--- src/rtl/fir_mac_sequencer.sv ---
`default_nettype none
// ============================================================================
// Module      : fir_mac_sequencer
// Description : N-tap FIR filter that time-shares one 16x16 signed multiplier
//               across all taps (IDLE -> SHIFT -> MAC x N -> OUT).
//               Define FIR_SAT_EN to saturate the output; otherwise it wraps.
// Revision    : 1.0 - initial release
// ============================================================================
module fir_mac_sequencer #(
    parameter int N = 15
) (
    input  logic        clock,
    input  logic        reset,
    input  logic        sample_valid,
    input  logic [15:0] input_sample,
    input  logic        coef_we,
    input  logic [3:0]  coef_addr,
    input  logic [15:0] coef_data,
    output logic [15:0] output_sample,
    output logic        output_valid,
    output logic        busy,
    output logic        overrun
);

    localparam logic [3:0] c_TAP_LAST = 4'(N - 1);

    typedef enum logic [1:0] {
        IDLE  = 2'd0,
        SHIFT = 2'd1,
        MAC   = 2'd2,
        OUT   = 2'd3
    } state_t;

    state_t             r_state;
    state_t             w_state_next;

    logic signed [15:0] r_delay [0:N-1];
    logic signed [15:0] r_coef  [0:N-1];
    logic signed [15:0] r_sample_hold;
    logic signed [35:0] r_acc;
    logic        [3:0]  r_tap_idx;
    logic        [15:0] r_out_sample;
    logic               r_out_valid;
    logic               r_overrun;

    logic signed [15:0] w_mac_coef;
    logic signed [15:0] w_mac_data;
    logic signed [31:0] w_product;
    logic signed [35:0] w_product_ext;
    logic               w_tap_last;
    logic        [15:0] w_out_conv;

    // Single shared multiplier; the tap index selects its operands.
    assign w_mac_coef    = r_coef[r_tap_idx];
    assign w_mac_data    = r_delay[r_tap_idx];
    assign w_product     = w_mac_coef * w_mac_data;
    assign w_product_ext = {{4{w_product[31]}}, w_product};
    assign w_tap_last    = (r_tap_idx == c_TAP_LAST);

`ifdef FIR_SAT_EN
    logic w_acc_ovf;
    logic w_unused_acc_bits;

    // acc>>>15 fits in 16 bits only when bits [35:30] are all equal.
    assign w_acc_ovf = !((&r_acc[35:30]) || !(|r_acc[35:30]));

    always_comb begin
        w_out_conv = r_acc[30:15];
        if (w_acc_ovf) begin
            w_out_conv = r_acc[35] ? 16'h8000 : 16'h7FFF;
        end
    end

    assign w_unused_acc_bits = ^r_acc[14:0];
`else
    logic w_unused_acc_bits;

    assign w_out_conv        = r_acc[30:15];
    assign w_unused_acc_bits = ^{r_acc[35:31], r_acc[14:0]};
`endif

    always_ff @(posedge clock) begin
        if (reset) begin
            r_state <= IDLE;
        end else begin
            r_state <= w_state_next;
        end
    end

    always_comb begin
        w_state_next = r_state;
        case (r_state)
            IDLE:    if (sample_valid) w_state_next = SHIFT;
            SHIFT:   w_state_next = MAC;
            MAC:     if (w_tap_last) w_state_next = OUT;
            OUT:     w_state_next = IDLE;
            default: w_state_next = IDLE;
        endcase
    end

    always_ff @(posedge clock) begin
        if (reset) begin
            for (int k = 0; k < N; k++) begin
                r_delay[k] <= '0;
                r_coef[k]  <= '0;
            end
            r_sample_hold <= '0;
            r_acc         <= '0;
            r_tap_idx     <= '0;
            r_out_sample  <= '0;
            r_out_valid   <= 1'b0;
            r_overrun     <= 1'b0;
        end else begin
            r_out_valid <= 1'b0;
            case (r_state)
                IDLE: begin
                    if (coef_we && (coef_addr <= c_TAP_LAST)) begin
                        r_coef[coef_addr] <= coef_data;
                    end
                    // The strobe is one cycle wide, so hold the sample for SHIFT.
                    if (sample_valid) begin
                        r_sample_hold <= input_sample;
                    end
                end
                SHIFT: begin
                    for (int k = N - 1; k > 0; k--) begin
                        r_delay[k] <= r_delay[k-1];
                    end
                    r_delay[0] <= r_sample_hold;
                    r_acc      <= '0;
                    r_tap_idx  <= '0;
                end
                MAC: begin
                    r_acc <= r_acc + w_product_ext;
                    if (!w_tap_last) begin
                        r_tap_idx <= r_tap_idx + 4'd1;
                    end
                end
                OUT: begin
                    r_out_sample <= w_out_conv;
                    r_out_valid  <= 1'b1;
                end
                default: ;
            endcase
            if (sample_valid && (r_state != IDLE)) begin
                r_overrun <= 1'b1;
            end
        end
    end

    assign output_sample = r_out_sample;
    assign output_valid  = r_out_valid;
    assign busy          = (r_state != IDLE);
    assign overrun       = r_overrun;

endmodule
`default_nettype wire

--- config.mk ---
export PLATFORM = sky130hd
export DESIGN_NAME = fir_mac_sequencer
export DESIGN_NICKNAME = d
export VERILOG_FILES = /design/src/rtl/fir_mac_sequencer.sv
export SDC_FILE = /design/constraint.sdc
export NUM_CORES = 2
export LEC_CHECK = 0
export ABC_CLOCK_PERIOD_IN_PS = 11100
export CORE_MARGIN = 2
export CORE_UTILIZATION = 40
export DETAILED_ROUTE_END_ITERATION = 10
export PLACE_DENSITY_LB_ADDON = 0.08
export RECOVER_POWER = 25
export SETUP_SLACK_MARGIN = 0.2
export SYNTH_ARGS = -nofsm -noshare
export SYNTH_HDL_FRONTEND = slang
export SYNTH_SLANG_ARGS = --single-unit
export TNS_END_PERCENT = 50
--- constraint.sdc ---
create_clock -name clock -period 11.1 [get_ports clock]
set_input_delay 2.22 -clock clock [delete_from_list [all_inputs] [get_ports clock]]
set_output_delay 2.22 -clock clock [all_outputs]
set_load 0.02 [all_outputs]
Yosys cells after proc, flatten, opt, wreduce, memory -nomap -nowiden --
Memory sizes are Yosys's and may differ from the RTL's. A register that Yosys moved wholly into a read port is not among the register bits. Index checks and enable logic that the tools add are counted.
Word-level totals: flip-flop bits (word level) 76, bits in writable memories 480, input bits 40, output and inout port bits 19, word-level logic and storage cells 82, memories kept 2
Operators by class: $add $sub $neg 2, multipliers 1, $lt $le $gt $ge 1, equality and inequality tests 7, multiplexer cells 38, bitwise operators 15, reductions and logical operators 9
Memories:
- r_coef | words 15, bits a word 16, rd ports 1, clocked after memory_dff 1, wr ports 15, RTL line 38 | logic signed [15:0] r_coef [0:N-1];
- r_delay | words 15, bits a word 16, rd ports 15, clocked after memory_dff 1, wr ports 15, RTL line 37 | logic signed [15:0] r_delay [0:N-1];
Operator list (number):
- 16-bit two-way mux | 16
- 36-bit case mux with 2 select lines | 1
- 36-bit by 32-bit adder with 36-bit output | 1
- 16-bit by 16-bit multiplier with 32-bit output | 1
- 4-bit two-way mux | 6
- 16-bit OR reduction | 1
- 1-bit bitwise OR | 15
- 1-bit two-way mux | 11
- 2-bit case mux with 4 select lines | 1
- 4-bit case mux with 2 select lines | 1
- 2-bit inequality test, second input constant | 3
- 2-bit AND reduction | 3
- 4-bit by 1-bit adder with 4-bit output, second input constant | 1
- 2-bit equality test, second input constant | 2
- 4-bit equality test, second input constant | 1
- 4-bit less-or-equal comparator, second input constant | 1
- 2-bit two-way mux | 2
- 2-bit nonzero test | 2
- 2-bit by 1-bit equality test with 1-bit output, second input constant | 1
- 1-bit logical AND | 2
- 2-bit zero test | 1

Logic depth before layout (Yosys ltp) --
depth in word-level cells 8, gate-level depth with buffers 32, depth with buffers taken out 26

Least setup slack after synthesis --
Ideal clock, no wire load.
path kind register -> register, start register (tool-made name), end register r_acc[30], data arrival time 7.782 ns, required time 10.983 ns, setup slack 3.201 ns, stages on the path, launching flop included 29, cell sequence dfxtp_1 -> buf_6 -> buf_6 -> buf_6 -> buf_4 -> mux4_2 -> mux4_2 -> clkbuf_1 -> and2_1 -> fa_1 -> inv_1 -> fa_1 -> fa_1 -> inv_1 -> fa_1 -> fa_1 -> inv_1 -> fa_1 -> inv_1 -> ha_1 -> and3_1 -> or2_1 -> o311ai_2 -> nand3_2 -> a311o_1 -> a21o_1 -> o41ai_4 -> xnor2_1 -> a22o_1
RTL lines:
- to (signal assigned) | RTL line 134 | r_acc <= r_acc + w_product_ext;
- to (decl) | RTL line 40 | logic signed [35:0] r_acc;

==> metrics.cfg <==
[setup_path]
end_kind = flop
worstSetupStartpointType = flop
crit_type = reg -> reg
critPathSlowestCell = dfxtp_4
rr_worst_depth = 24
crit_path_max_incr_delay_ns = 0.76
crit_arrival_ns = 9.09
cp_data_required_time_ns = 11.60
critical_path.cell_chain = buf_4 -> mux4_2 -> mux4_2 -> and2_1 -> fa_1 -> inv_1 -> fa_1 -> fa_1 -> inv_1 -> fa_1 -> fa_1 -> inv_1 -> fa_1 -> inv_1 -> ha_1 -> and3_1 -> or2_1 -> o311ai_2 -> nand3_2 -> a311o_1 -> a21o_1 -> o41ai_4 -> xnor2_1 -> a22o_1
cp_common_cell = fa_1
worstPathMaxFanout = 30

[timing]
fin_crit_ns = 8.60
relSlewSlack_pct = -165
timing.fmax_mhz = 116
period_share_pct = 77.4
tightest_slew_ns = 3.97
final_max_slew_viol_count = 256
rsz0062_at_grt = false
skew_ns = 0.0241
hold_viol_final = 0
setup_tns_ns = 0
finalSetupViolCount = 0

[global_route]
antenna_found_initial = 6
grt_first_pass_wirelength_um = 135000
track_usage_pct = 19.7
globalRouteOverflowTotal = 0
grt_max_degree = 186
grt_pass1_vias = 22014

[clock_tree]
cts_tree = yes
numCtsBuffers = 67
cts.htree.levels = 3
clk_latency_ns = 0.61
max-clock-path-buffers = 3
post_cts_buffers = 0
root_buffer = clkbuf_16
cts.sinks = 571
hold_buffers = 0
clkTransAtPathRegs_ns = 0.06
cts_resized = 0

[yosys]
synth.ff_latch_count = 571
yosysTopAreaCellShare_pct = 42.2
synth_edf_count = 496
yosysUniqueCellTypes = 57
synth_ff_type = edfxtp_1
postSynthAreaPerCell_um2 = 13.0
synth_area_leaders = edfxtp_1, fa_1, and2_1
yosysWarningCount = 0
seq_area_frac_synth_pct = 46.5
synth_largest_area_cell = edfxtp_1
synthArstFlopShare_pct = 0
syn-cell-area_um2 = 35300
postSynthCellCount = 2721

[finish]
layout_common_cells = and2_1, edfxtp_1, inv_1
layout-area-overhead-vs-synth_pct = 11.0
drive_gt1_share_pct = 11.0
nets = 3171

[run_status]
status = finished with violations
violations = capacitance limit, slew limit

[drt]
wirelength_um = 86500
postRouteAntennaNets = 0
viasPerCell = 5.10
wire_per_inst_um = 21.9
vias = 20181
drc = 0
drt_first_iter_violations = 1442
drt_pass1_iterations = 5

[die]
die_x_um = 301
dieArea_um2 = 90600
fp.dieH_um = 301
coreArea_um2 = 87000
io_pins = 59
initial_core_util_pct = 40.5
rows = 108

[placement]
port-buffer-count = 58
gp_congestion = 0.814
post-dp-hpwl_um = 57400

[run]
cap_viol_max_count = 4

[hold_path]
whs_path_depth = 2
hp-class = reg -> reg

-- synthesized netlist by cell type, types with 16 or more instances --
master / number
nand2_1: 155
edfxtp_1: 496
mux4_2: 140
xnor2_1: 29
clkbuf_1: 107
nand2b_1: 18
inv_1: 337
nor2_1: 87
ha_1: 101
a21oi_1: 38
and2_1: 581
o21ai_0: 22
a22oi_1: 16
buf_2: 21
nor2b_1: 28
fa_1: 285
dfxtp_1: 75
mux2i_1: 32
or2_2: 23
-- sequential cells by signal, indices dropped and copies added, names as in the netlist, 2 cells and up, named ones only --
register	flops
r_coef	256
r_delay	240
r_acc	31
output_sample	16
r_sample_hold	16
r_tap_idx	4
r_state	2
-- through the flow --
stage / instances / setup WS, ns / cell area (um^2) / utilization (%) / hold slack [ns]
final: 3954 / 2.50 / 39200 / 45.0 / 0.449
after global routing: 3953 / 1.95 / 39100 / 45.0 / 0.471
after CTS: 3953 / 2.40 / 39200 / 45.0 / 0.450
after detailed placement: 3831 / 2.39 / 37000 / 42.5 / 0.443
after global placement: 3831 / 2.48 / 37000 / 42.5 / 0.443
after floorplan: 2736 / 3.20 / 35300 / - / 0.432
-- final timing paths --
| kind | to | slack, ns | start |
|---|---|---|---|
| setup / recovery | r_acc[30] | 2.50 | flop |
| hold / removal | r_sample_hold[3] | 0.45 | r_sample_hold[3] |
| setup reg to reg | r_acc[30] | 2.50 | flop |
| hold reg to reg | r_sample_hold[3] | 0.45 | r_sample_hold[3] |
-- critical path: cells and delay by family (launching register included) --
kind / cells / cell delay (ns)
AND/OR/NAND/NOR: 4 / 0.86
flip-flops: 1 / 0.76
adder cells (fa/ha/maj): 7 / 3.29
AO/OA/AOI/OAI: 5 / 1.43
XOR/XNOR: 1 / 0.09
buffers and inverters: 5 / 0.71
multiplexers: 2 / 1.26
-- final cells by class --
class | instances | area (um^2)
Clock inverter | 34 | 342
Timing Repair Buffer | 86 | 812
Antenna cell | 1 | 2.50
Clock buffer | 88 | 1820
Sequential cell | 571 | 16400
Tap cell | 1155 | 1450
Inverter | 337 | 1260
Fill cell | 8048 | 47900
Multi-Input combinational cell | 1682 | 17100
-- cells by family (layout without fill, tap and decap cells) --
logic type	count (synthesis)	in the layout	synth area share, %
fa+ha+maj	386	386	19.8
compound gates	140	140	2.71
simple gates	922	922	14.6
xor+xnor	43	43	1.07
buf+inv	483	545	5.43
mux	175	175	9.94
other cells	1	17	0.0106
flops	571	571	46.5
-- metal layers --
metal | part of all wire [%] | global-route usage (%) | routed length (um)
met5 | 0 | 0 | 0
met3 | 5.4 | 3.46 | 4690
met1 | 48 | 28.9 | 41200
met2 | 45 | 30.4 | 38900
met4 | 2.0 | 5.29 | 1750
Power is not shown: default switching activity piles up to over one toggle a cycle in this logic, so the estimate is an artifact.
